**src/rtl/lsu_pkg.sv**
```systemverilog
// lsu_pkg: shared funct3 size codes and FSM state type for the load/store stage.
package lsu_pkg;
    localparam logic [2:0] F3_B  = 3'b000;
    localparam logic [2:0] F3_H  = 3'b001;
    localparam logic [2:0] F3_W  = 3'b010;
    localparam logic [2:0] F3_BU = 3'b100;
    localparam logic [2:0] F3_HU = 3'b101;
    typedef enum logic [1:0] {IDLE, REQ, WAIT} state_t;
endpackage

```
**src/rtl/lsu_load_fmt.sv**
```systemverilog
// lsu_load_fmt: selects and sign/zero-extends the addressed byte or halfword of a read word.
module lsu_load_fmt
    import lsu_pkg::*;
#(
    parameter int DATA_LEN = 32
) (
    input  logic [DATA_LEN-1:0] rdata,
    input  logic [1:0]          addr,
    input  logic [2:0]          funct3,
    output logic [DATA_LEN-1:0] result
);
    logic [7:0]  b;
    logic [15:0] h;
    assign b = rdata[{addr, 3'b000} +: 8];
    assign h = addr[1] ? rdata[31:16] : rdata[15:0];
    assign result = funct3 == F3_B  ? {{24{b[7]}}, b} :
                    funct3 == F3_BU ? {24'd0, b} :
                    funct3 == F3_H  ? {{16{h[15]}}, h} :
                    funct3 == F3_HU ? {16'd0, h} : rdata;
endmodule

```
**src/rtl/lsu.sv**
```systemverilog
// lsu: load/store stage; one req/gnt/rvalid bus access per memory op, ALU ops pass through in one cycle.
module lsu
    import lsu_pkg::*;
#(
    parameter int DATA_LEN = 32
) (
    input  logic                clk,
    input  logic                rst_n,
    input  logic                EX_LS_reg_valid,
    output logic                ls_ready,
    input  logic [DATA_LEN-1:0] EX_LS_reg_dest_data,
    input  logic [DATA_LEN-1:0] EX_LS_reg_store_data,
    input  logic [4:0]          EX_LS_reg_rd,
    input  logic                EX_LS_reg_dest_wen,
    input  logic                EX_LS_reg_mem_ren,
    input  logic                EX_LS_reg_mem_wen,
    input  logic [2:0]          EX_LS_reg_funct3,
    output logic                mem_req,
    output logic                mem_we,
    output logic [DATA_LEN-1:0] mem_addr,
    output logic [DATA_LEN-1:0] mem_wdata,
    output logic [3:0]          mem_wstrb,
    input  logic                mem_gnt,
    input  logic                mem_rvalid,
    input  logic [DATA_LEN-1:0] mem_rdata,
    output logic                LS_WB_reg_ls_valid,
    output logic [DATA_LEN-1:0] LS_WB_reg_dest_data,
    output logic [4:0]          LS_WB_reg_rd,
    output logic                LS_WB_reg_dest_wen
);
    state_t state, state_nxt;
    logic fire, is_mem, load_q, wen_q, done;
    logic [1:0] off_q, a;
    logic [2:0] f3_q, f3;
    logic [4:0] rd_q;
    logic [DATA_LEN-1:0] sd, st_wdata, ld_data;
    logic [3:0] st_wstrb;

    assign ls_ready = state == IDLE;
    assign mem_req  = state == REQ;
    assign fire     = EX_LS_reg_valid && ls_ready;
    assign is_mem   = EX_LS_reg_mem_ren || EX_LS_reg_mem_wen;
    assign done     = state == WAIT && mem_rvalid;
    assign sd       = EX_LS_reg_store_data;
    assign a        = EX_LS_reg_dest_data[1:0];
    assign f3       = EX_LS_reg_funct3;
    assign st_wdata = f3[1] ? sd : f3[0] ? {2{sd[15:0]}} : {4{sd[7:0]}};
    assign st_wstrb = f3[1] ? 4'b1111 : f3[0] ? 4'b0011 << {a[1], 1'b0} : 4'b0001 << a;

    always_comb begin
        state_nxt = state;
        case (state)
            IDLE:    state_nxt = fire && is_mem ? REQ : IDLE;
            REQ:     state_nxt = mem_gnt ? WAIT : REQ;
            default: state_nxt = mem_rvalid ? IDLE : WAIT;
        endcase
    end

    always_ff @(posedge clk or negedge rst_n)
        if (!rst_n) state <= IDLE;
        else        state <= state_nxt;

    lsu_load_fmt #(.DATA_LEN(DATA_LEN)) u_fmt (
        .rdata  (mem_rdata),
        .addr   (off_q),
        .funct3 (f3_q),
        .result (ld_data)
    );

    always_ff @(posedge clk or negedge rst_n) begin
        if (!rst_n) begin
            mem_we              <= 1'b0;
            mem_addr            <= '0;
            mem_wdata           <= '0;
            mem_wstrb           <= '0;
            off_q               <= '0;
            f3_q                <= '0;
            rd_q                <= '0;
            wen_q               <= 1'b0;
            load_q              <= 1'b0;
            LS_WB_reg_ls_valid  <= 1'b0;
            LS_WB_reg_dest_data <= '0;
            LS_WB_reg_rd        <= '0;
            LS_WB_reg_dest_wen  <= 1'b0;
        end else begin
            LS_WB_reg_ls_valid <= 1'b0;
            if (fire && !is_mem) begin
                LS_WB_reg_ls_valid  <= 1'b1;
                LS_WB_reg_dest_data <= EX_LS_reg_dest_data;
                LS_WB_reg_rd        <= EX_LS_reg_rd;
                LS_WB_reg_dest_wen  <= EX_LS_reg_dest_wen;
            end
            if (fire && is_mem) begin
                mem_we    <= EX_LS_reg_mem_wen;
                mem_addr  <= {EX_LS_reg_dest_data[DATA_LEN-1:2], 2'b00};
                mem_wdata <= st_wdata;
                mem_wstrb <= EX_LS_reg_mem_wen ? st_wstrb : 4'b0000;
                off_q     <= a;
                f3_q      <= f3;
                rd_q      <= EX_LS_reg_rd;
                wen_q     <= EX_LS_reg_dest_wen;
                load_q    <= EX_LS_reg_mem_ren;
            end
            // stores retire with no register write
            if (done) begin
                LS_WB_reg_ls_valid  <= 1'b1;
                LS_WB_reg_dest_data <= load_q ? ld_data : '0;
                LS_WB_reg_rd        <= rd_q;
                LS_WB_reg_dest_wen  <= load_q && wen_q;
            end
        end
    end
endmodule

```
**config.mk**
```make
export PLATFORM = sky130hd
export DESIGN_NAME = lsu
export DESIGN_NICKNAME = d
export VERILOG_FILES = /design/src/rtl/lsu_pkg.sv /design/src/rtl/lsu_load_fmt.sv /design/src/rtl/lsu.sv
export SDC_FILE = /design/constraint.sdc
export NUM_CORES = 1
export LEC_CHECK = 0
export CELL_PAD_IN_SITES_DETAIL_PLACEMENT = 0
export CELL_PAD_IN_SITES_GLOBAL_PLACEMENT = 1
export CORE_ASPECT_RATIO = 1.4
export CORE_UTILIZATION = 33
export DETAILED_ROUTE_END_ITERATION = 6
export GPL_ROUTABILITY_DRIVEN = 0
export PLACE_DENSITY_LB_ADDON = 0.1
export SLEW_MARGIN = 20
export SYNTH_ARGS = -nofsm -noshare
export SYNTH_HDL_FRONTEND = slang
export SYNTH_SLANG_ARGS = --single-unit
```
**constraint.sdc**
```tcl
create_clock -name clk -period 2.2 [get_ports clk]
set_input_delay 0.33 -clock clk [delete_from_list [all_inputs] [get_ports clk]]
set_output_delay 0.33 -clock clk [all_outputs]
set_load 0.02 [all_outputs]
```
; Yosys cells after proc, flatten, opt, wreduce, memory -nomap -nowiden
; Cells that the tools add are included.
[classes]
eq_ne = 5
muxes = 23
n_shift = 3
reduce_logical = 10
[op_table]
columns = op, count
row1 = $mux W32, 9
row2 = $shiftx A32 B6 Y8, 1
row3 = $mux W16, 1
row4 = $mux W4, 3
row5 = $mux W5, 2
row6 = $eq A3 B3 Y1 const B, 2
row7 = $logic_and A1 B1 Y1, 5
row8 = $mux W1, 5
row9 = $mux W2, 2
row10 = $pmux W2 S2, 1
row11 = $shl A1 B2 Y4 const A, 1
row12 = $shl A2 B2 Y4 const A, 1
row13 = $eq A3 B1 Y1 const B, 1
row14 = $logic_not A3 Y1, 1
row15 = $eq A2 B1 Y1 const B, 1
row16 = $eq A2 B2 Y1 const B, 1
row17 = $logic_not A2 Y1, 1
row18 = $reduce_bool A2 Y1, 1
row19 = $logic_not A1 Y1, 1
row20 = $logic_or A1 B1 Y1, 1
[word_totals]
wordCells = 55
inputBits = 112
reg_bits = 120

; Longest topological paths before layout
[logic_depth]
ltp_word = 7
depth_mapped = 8
mapped_depth_nobuf = 5

; Hierarchy
; A second synthesis with hierarchy kept.
[hier_totals]
hier_cells = 522
area_unflattened_um2 = 6069.6
[by_module_without_submodules]
columns = module, cells_each, instances, area_each_um2
row1 = lsu, 395, 1, 5138.7
row2 = lsu_load_fmt, 127, 1, 930.9

; Least setup slack after synthesis
; Ideal clock, no wire load.
[synth_timing]
path_type = register to register
from = register state[1]
to = register LS_WB_reg_dest_data[0]
path_stages_with_launch = 9
n_path_buf = 3
slack_ns = 0.455
required_ns = 2.099
arrival_time_ns = 1.644
path_cell_list = dfrtp_1 -> buf_6 -> or4b_1 -> a21o_1 -> inv_2 -> buf_6 -> buf_6 -> nor2_1 -> o32ai_1
[synth_between]
elab_chain_cells = 4
elab_cells_between_ends = 7
[synth_rtl]
columns = element, line
row1 = "start, declared", lsu.sv:31  ; state_t state, state_nxt;
row2 = "start signal, assigned", lsu.sv:61  ; else state <= state_nxt;
row3 = $logic_not A2 Y1, lsu.sv:39  ; assign ls_ready = state == IDLE;
row4 = $logic_and A1 B1 Y1, lsu.sv:41  ; assign fire = EX_LS_reg_valid && ls_ready;
row5 = $logic_and A1 B1 Y1, lsu.sv:87  ; if (fire && !is_mem) begin
row6 = $reduce_bool A2 Y1 (no line), -
row7 = "end signal, assigned", lsu.sv:89  ; LS_WB_reg_dest_data <= EX_LS_reg_dest_data;
row8 = "end signal, assigned", lsu.sv:107  ; LS_WB_reg_dest_data <= load_q ? ld_data : '0;
row9 = "end, declared", lsu.sv:27  ; output logic [DATA_LEN-1:0] LS_WB_reg_dest_data,
; Several ways; a longest one is shown, not always the timed one.
; A chain may end at the register's enable or synchronous reset.

; Final worst setup path
[layout_timing]
from = register state[1]
to = output port mem_req
[layout_between]
elab_chain_cells = 1
[layout_rtl]
columns = element, line
row1 = $eq A2 B1 Y1, lsu.sv:40  ; assign mem_req = state == REQ;
row2 = "end, declared", lsu.sv:18  ; output logic mem_req,
; No other way between the ends.

==> impl_results.md <==
* Total gr overflow at 0
* DRT Wirelength at 19500 um
* Placed cell area at 8460 um^2
* DRT antenna net count at 0
* Reg area at 3000 um^2
* Max H-tree Level at 4
* Sequential power share at 0.296
* # diodes at 0
* Synth Warn # at 0
* Post-CTS Setup Bufs at 0
* DIE AREA at 18300 um^2
* EDFF count, synth at 0
* Fin. Hold Viols at 0
* Fin cells at 1038
* Clk Latency, worst-skew pair at 410 ps
* Worst path required time at 1870 ps
* GRT busiest layer: met2
* DP HPWL at 14600 um
* CTS tree: done
* Class of the worst hold path: input pin to asynchronous set/reset pin
* Logic pwr share at 0.504
* CTS Buf Count at 17
* Switching share of power at 0.383
* Global routing usage on met1 at 0.239
* CP startpoint kind: register
* Worst VDD drop at about 0.76 mV
* GR Util met2 at 0.393
* Outcome: completed
* Crit Path Category: register to output port
* Worst-path fanout max at 8
* Fmax at 478 MHz
* Clk pwr share at 0.200
* Most common cell after layout, fill and taps aside: clkdlybuf4s50_1
* Clock Skew at 7.82 ps
* Mean Syn Cell Area at 10.4 um^2
* Clock sinks at 120
* Synth cell types at 41
* Synth Flop Type: dfrtp_1
* Final setup TNS at 0 ps
* Max-slew violation count at 0
* DRC Markers at 0
* Most frequent cells in the layout: clkdlybuf4s50_1, dfrtp_1, a21oi_1, nand2_1, nor2_1
* Worst-margin pin slew at just under 1000 ps
* Cell Pwr Density at 1500 nW/um^2
* Register area share after synthesis at 0.511
* Worst setup EP type: output port
* Layout area overhead at 53.8%
* GRT Util Overall at 0.218
* Vias per std cell at 5.10
* Mapped Area at about 6000 um^2
* Clock Root Buffer: clkbuf_16
* Pleak at approximately 3.7 nW
* Antenna violations before repair at 0
* Int Pwr at about 8.4 mW
* Critical Path Start: state[1]
* Number of port buffers at 219
* Area of the multi-input gates at 2630 um^2
* Switching power at 5.20 mW
* Final setup fails at 0
* Max-cap violations at 0
* Via count at 5292
* Vias in the first global route at 5531
* Share of layout cells above drive strength 1 at 0.148
* Design Power at 13.6 mW
* Rel. slew slack at 0.340
* Die width at 115 um
* Drt first-iter violations at between 100 and 150
* M3 GR Usage at 0.0622
* First-pass GRT wire length at around 30000 um
* WL/cell at approximately 19 um
* Layout filler cell count at 1633
* Hold_ws at 421 ps
* Fraction of registers with async set/reset at 1.00
* 1st-pass router iterations at 5
* CP arrival at about 1800 ps
* Starting Density at 0.338
* Cells after synthesis at 564
* Clk buf depth at 2
* Largest net degree at the start of global routing at 66
* CORE AREA at 17400 um^2
* Worst-path clk slew at 50 ps
* Final worst path period share at 0.950
* Die H at 160 um
* Placed insts at 1006
* Nets at 902
* Post-route cell area at 9040 um^2
* Worst R2R Start: f3_q[1]
* Number of synthesized register bits at 120
* Io pins at 222
* Row cnt at 57
* Final min period at 2090 ps
* RSZ-0062 raised after global routing: false
routing by layer:
| layer | share of wire | vias to the layer above | routed length [um] |
|---|---|---|---|
| met2 | 0.52 | 205 | 10200 |
| met1 | 0.38 | 2572 | 7470 |
| met5 | 0 | - | 0 |
| met4 | 0.027 | 0 | 527 |
| met3 | 0.067 | 30 | 1320 |
| li1 | - | 2485 | - |
repair_timing:
| item | in CTS | in global routing |
|---|---|---|
| hold buffers | 1 | 0 |
| gates resized for setup | 0 | 0 |
| hold endpoints to repair | 31 | 0 |
cell usage after synthesis, drive strengths merged (4+ instances only):
cell type	n	share of area
a2bb2oi	9	0.013
buf	21	0.024
a2111o	5	0.0096
nor2b	12	0.013
a22oi	16	0.020
a21oi	56	0.048
nand2	55	0.035
o21ai	32	0.027
nor3	8	0.0068
a31oi	6	0.0064
mux4	6	0.023
dfrtp	120	0.51
mux2	48	0.092
mux2i	29	0.049
inv	5	0.0032
o22ai	27	0.029
nand3	4	0.0034
clkbuf	26	0.017
nor2	52	0.033
final cells by class:
class	count	area share
Clock buffer	23	0.0518
Multi-Input combinational cell	393	0.291
Tap cell	236	0.0327
Clock inverter	8	0.0108
Timing Repair Buffer	253	0.279
Sequential cell	120	0.332
Inverter	5	0.00208
power groups by stage:
stage	clock network (mW)	registers [mW]	logic, mW
2_1_floorplan	0	5.09	2.64
3_3_place_gp	0	4.01	6.83
3_5_place_dp	0	4.05	6.90
4_1_cts	2.76	4.03	6.92
5_1_grt	2.88	4.18	7.31
6_report	2.71	4.02	6.84
worst max-delay path: stages (launching register included):
cell	delay, ps
dfrtp_1	380
buf_4	170
nor2b_1	170
clkdlybuf4s50_1	640
state kept, by name, indices dropped and copies added (netlist names), 2 cells and up:
name and count:
LS_WB_reg_dest_data 32, f3_q 3, mem_addr 30, LS_WB_reg_rd 5, mem_wstrb 4, off_q 2
mem_wdata 32, rd_q 5, state 2
path summary, 6_finish.rpt:
kind,to,slack [ps],cells past startpoint
max,mem_req,110,3
min,mem_addr[20],420,2
max reg2reg,LS_WB_reg_dest_data[31],320,3
min reg2reg,mem_wdata[17],480,2
max in group asynchronous,mem_wdata[8],1120,3
min in group clk,mem_wdata[17],480,2
cell families (layout without fill, tap and decap cells):
kind of cell / Yosys count / count (layout) / share of synthesized area
and+or+nand+nor: 145 / 145 / 0.110
AOI/OAI and AO/OA: 163 / 163 / 0.170
other: 1 / 2 / 0.000638
DFF: 120 / 120 / 0.511
muxes: 83 / 83 / 0.164
buffers and inverters: 52 / 289 / 0.0434
through the flow:
step	setup slack [ps]	utilization
floorplan	455	-
global placement	13.5	0.486
detailed placement	-22.0	0.486
CTS	89.9	0.519
global route	67.9	0.519
finish	109	0.519
Note: power is estimated with default switching activity, not from simulation.
==> patch: new RTL, same flow settings <==
The 3 states of `state_t` get a one-hot encoding in 3 bits.
--- a/src/rtl/lsu_pkg.sv
+++ b/src/rtl/lsu_pkg.sv
@@ -5,6 +5,6 @@
     localparam logic [2:0] F3_W  = 3'b010;
     localparam logic [2:0] F3_BU = 3'b100;
     localparam logic [2:0] F3_HU = 3'b101;
-    typedef enum logic [1:0] {IDLE, REQ, WAIT} state_t;
+    typedef enum logic [2:0] {IDLE = 3'b001, REQ = 3'b010, WAIT = 3'b100} state_t;
 endpackage
 
Behaviour: same outputs for any inputs over 10 cycles, from zero or initial values and one cycle with rst_n low; not proved beyond that.
==> patch against the unedited design <==
Clock power rose by 8.1%. Maximum frequency up 0.83%. Routed wire length up 1.3%. Final area is 1.0% higher. Non-clock buffer count is 3 lower. Hold slack gained 0.039 ns. Sequential cell count rose by 1. Synthesized area rose by 1.2%. Setup slack gained 0.017 ns. Total power fell by 3.0%. Critical path type unchanged. Critical endpoint unchanged. Largest cell class unchanged.
==> patch: results (changes against the unedited design) <==
* Result of the run: complete, no violations
- Sum of net half-perimeters after detailed placement: 14700 um (+0.45%)
* VDD IR max: 0.564 mV (-26%)
* Delay of the slowest cell on the worst path: 0.51 ns (-0.13 ns)
- The combinational power was 6.31 mW (-7.7%).
- Met3 track utilization from global routing: 5.66% (-0.56 points)
- The number of global-route vias before repair was 5678 (+2.7%).
* Final Cycle Share: 94.2% (-0.79 points)
- The count of non-filler cells in the finished layout came to 1100 (+6.0%).
* Synth unique cells: 45 (+9.8%)
* Wire length on met2: 10000 um (-2.3%)
* Cell leakage power: 4.17 nW (+12%)
- The internal reg-to-reg setup slack was 0.25 ns (-0.07 ns).
- Share of synthesized area occupied by flip-flops and latches: 50.9% (-0.18 points)
- Launching instance or port of the critical path: state[2]
- Least-Margin Pin Slew: 0.581 ns (-0.405 ns)
* Switching share of power: 38.5% (+0.25 points)
- The final layout net count came to 963 (+6.8%).
- The wire length of the first global-routing pass came to 30600 um (+1.4%).
- Worst R2R Start: off_q[1]
- Total sequential power: 3.92 mW (-2%)
- The commonest cells after synthesis are 182 x sky130_fd_sc_hd__nand2_1, 120 x sky130_fd_sc_hd__dfrtp_1, 55 x sky130_fd_sc_hd__mux2i_1.
- Post-route worst hold slack: 0.460 ns (+0.0394 ns)
- Worst reg2reg endpoint: LS_WB_reg_dest_data[8]
- The number of inserted filler cells in the final layout came to 1607 (-1.6%).
- Global-route met1 utilization: 25.6% (+1.7 points)
* Worst path top cell family by delay: simple AND/OR/NAND/NOR gates
==> patch: stage by stage <==
stage / power [mW] / area [um2]
after floorplan: 7.29 / 5950
after global placement: 10.2 / 8490
after detailed placement: 10.3 / 8490
after CTS: 13.3 / 9130
after global routing: 13.9 / 9130
final: 13.2 / 9130
==> patch: cell type report <==
type	instances	share of cell area [%]
repair buffers	250	27.1
inverters	5	0.206
flip-flops and latches	121	33.2
clock buffers	21	5.26
well taps	236	3.24
clock inverters	11	1.58
multi-input cells	456	29.4
==> patch: kinds of logic (layout without fill, tap and decap cells) <==
group / after synthesis / count (layout) / synth area share (%)
buffers and inverters: 51 / 287 / 4.27
flip-flops: 121 / 121 / 50.9
multiplexers: 61 / 61 / 11.5
AND/OR/NAND/NOR: 241 / 241 / 16.8
AO/OA/AOI/OAI: 152 / 152 / 16.4
other: 1 / 2 / 0.0631
==> patch: what timing repair did <==
item	in CTS	in global routing
endpoints found under the hold margin	56	0
hold buffers	1	0
gates resized for setup	2	0
endpoints found under the setup margin	2	0
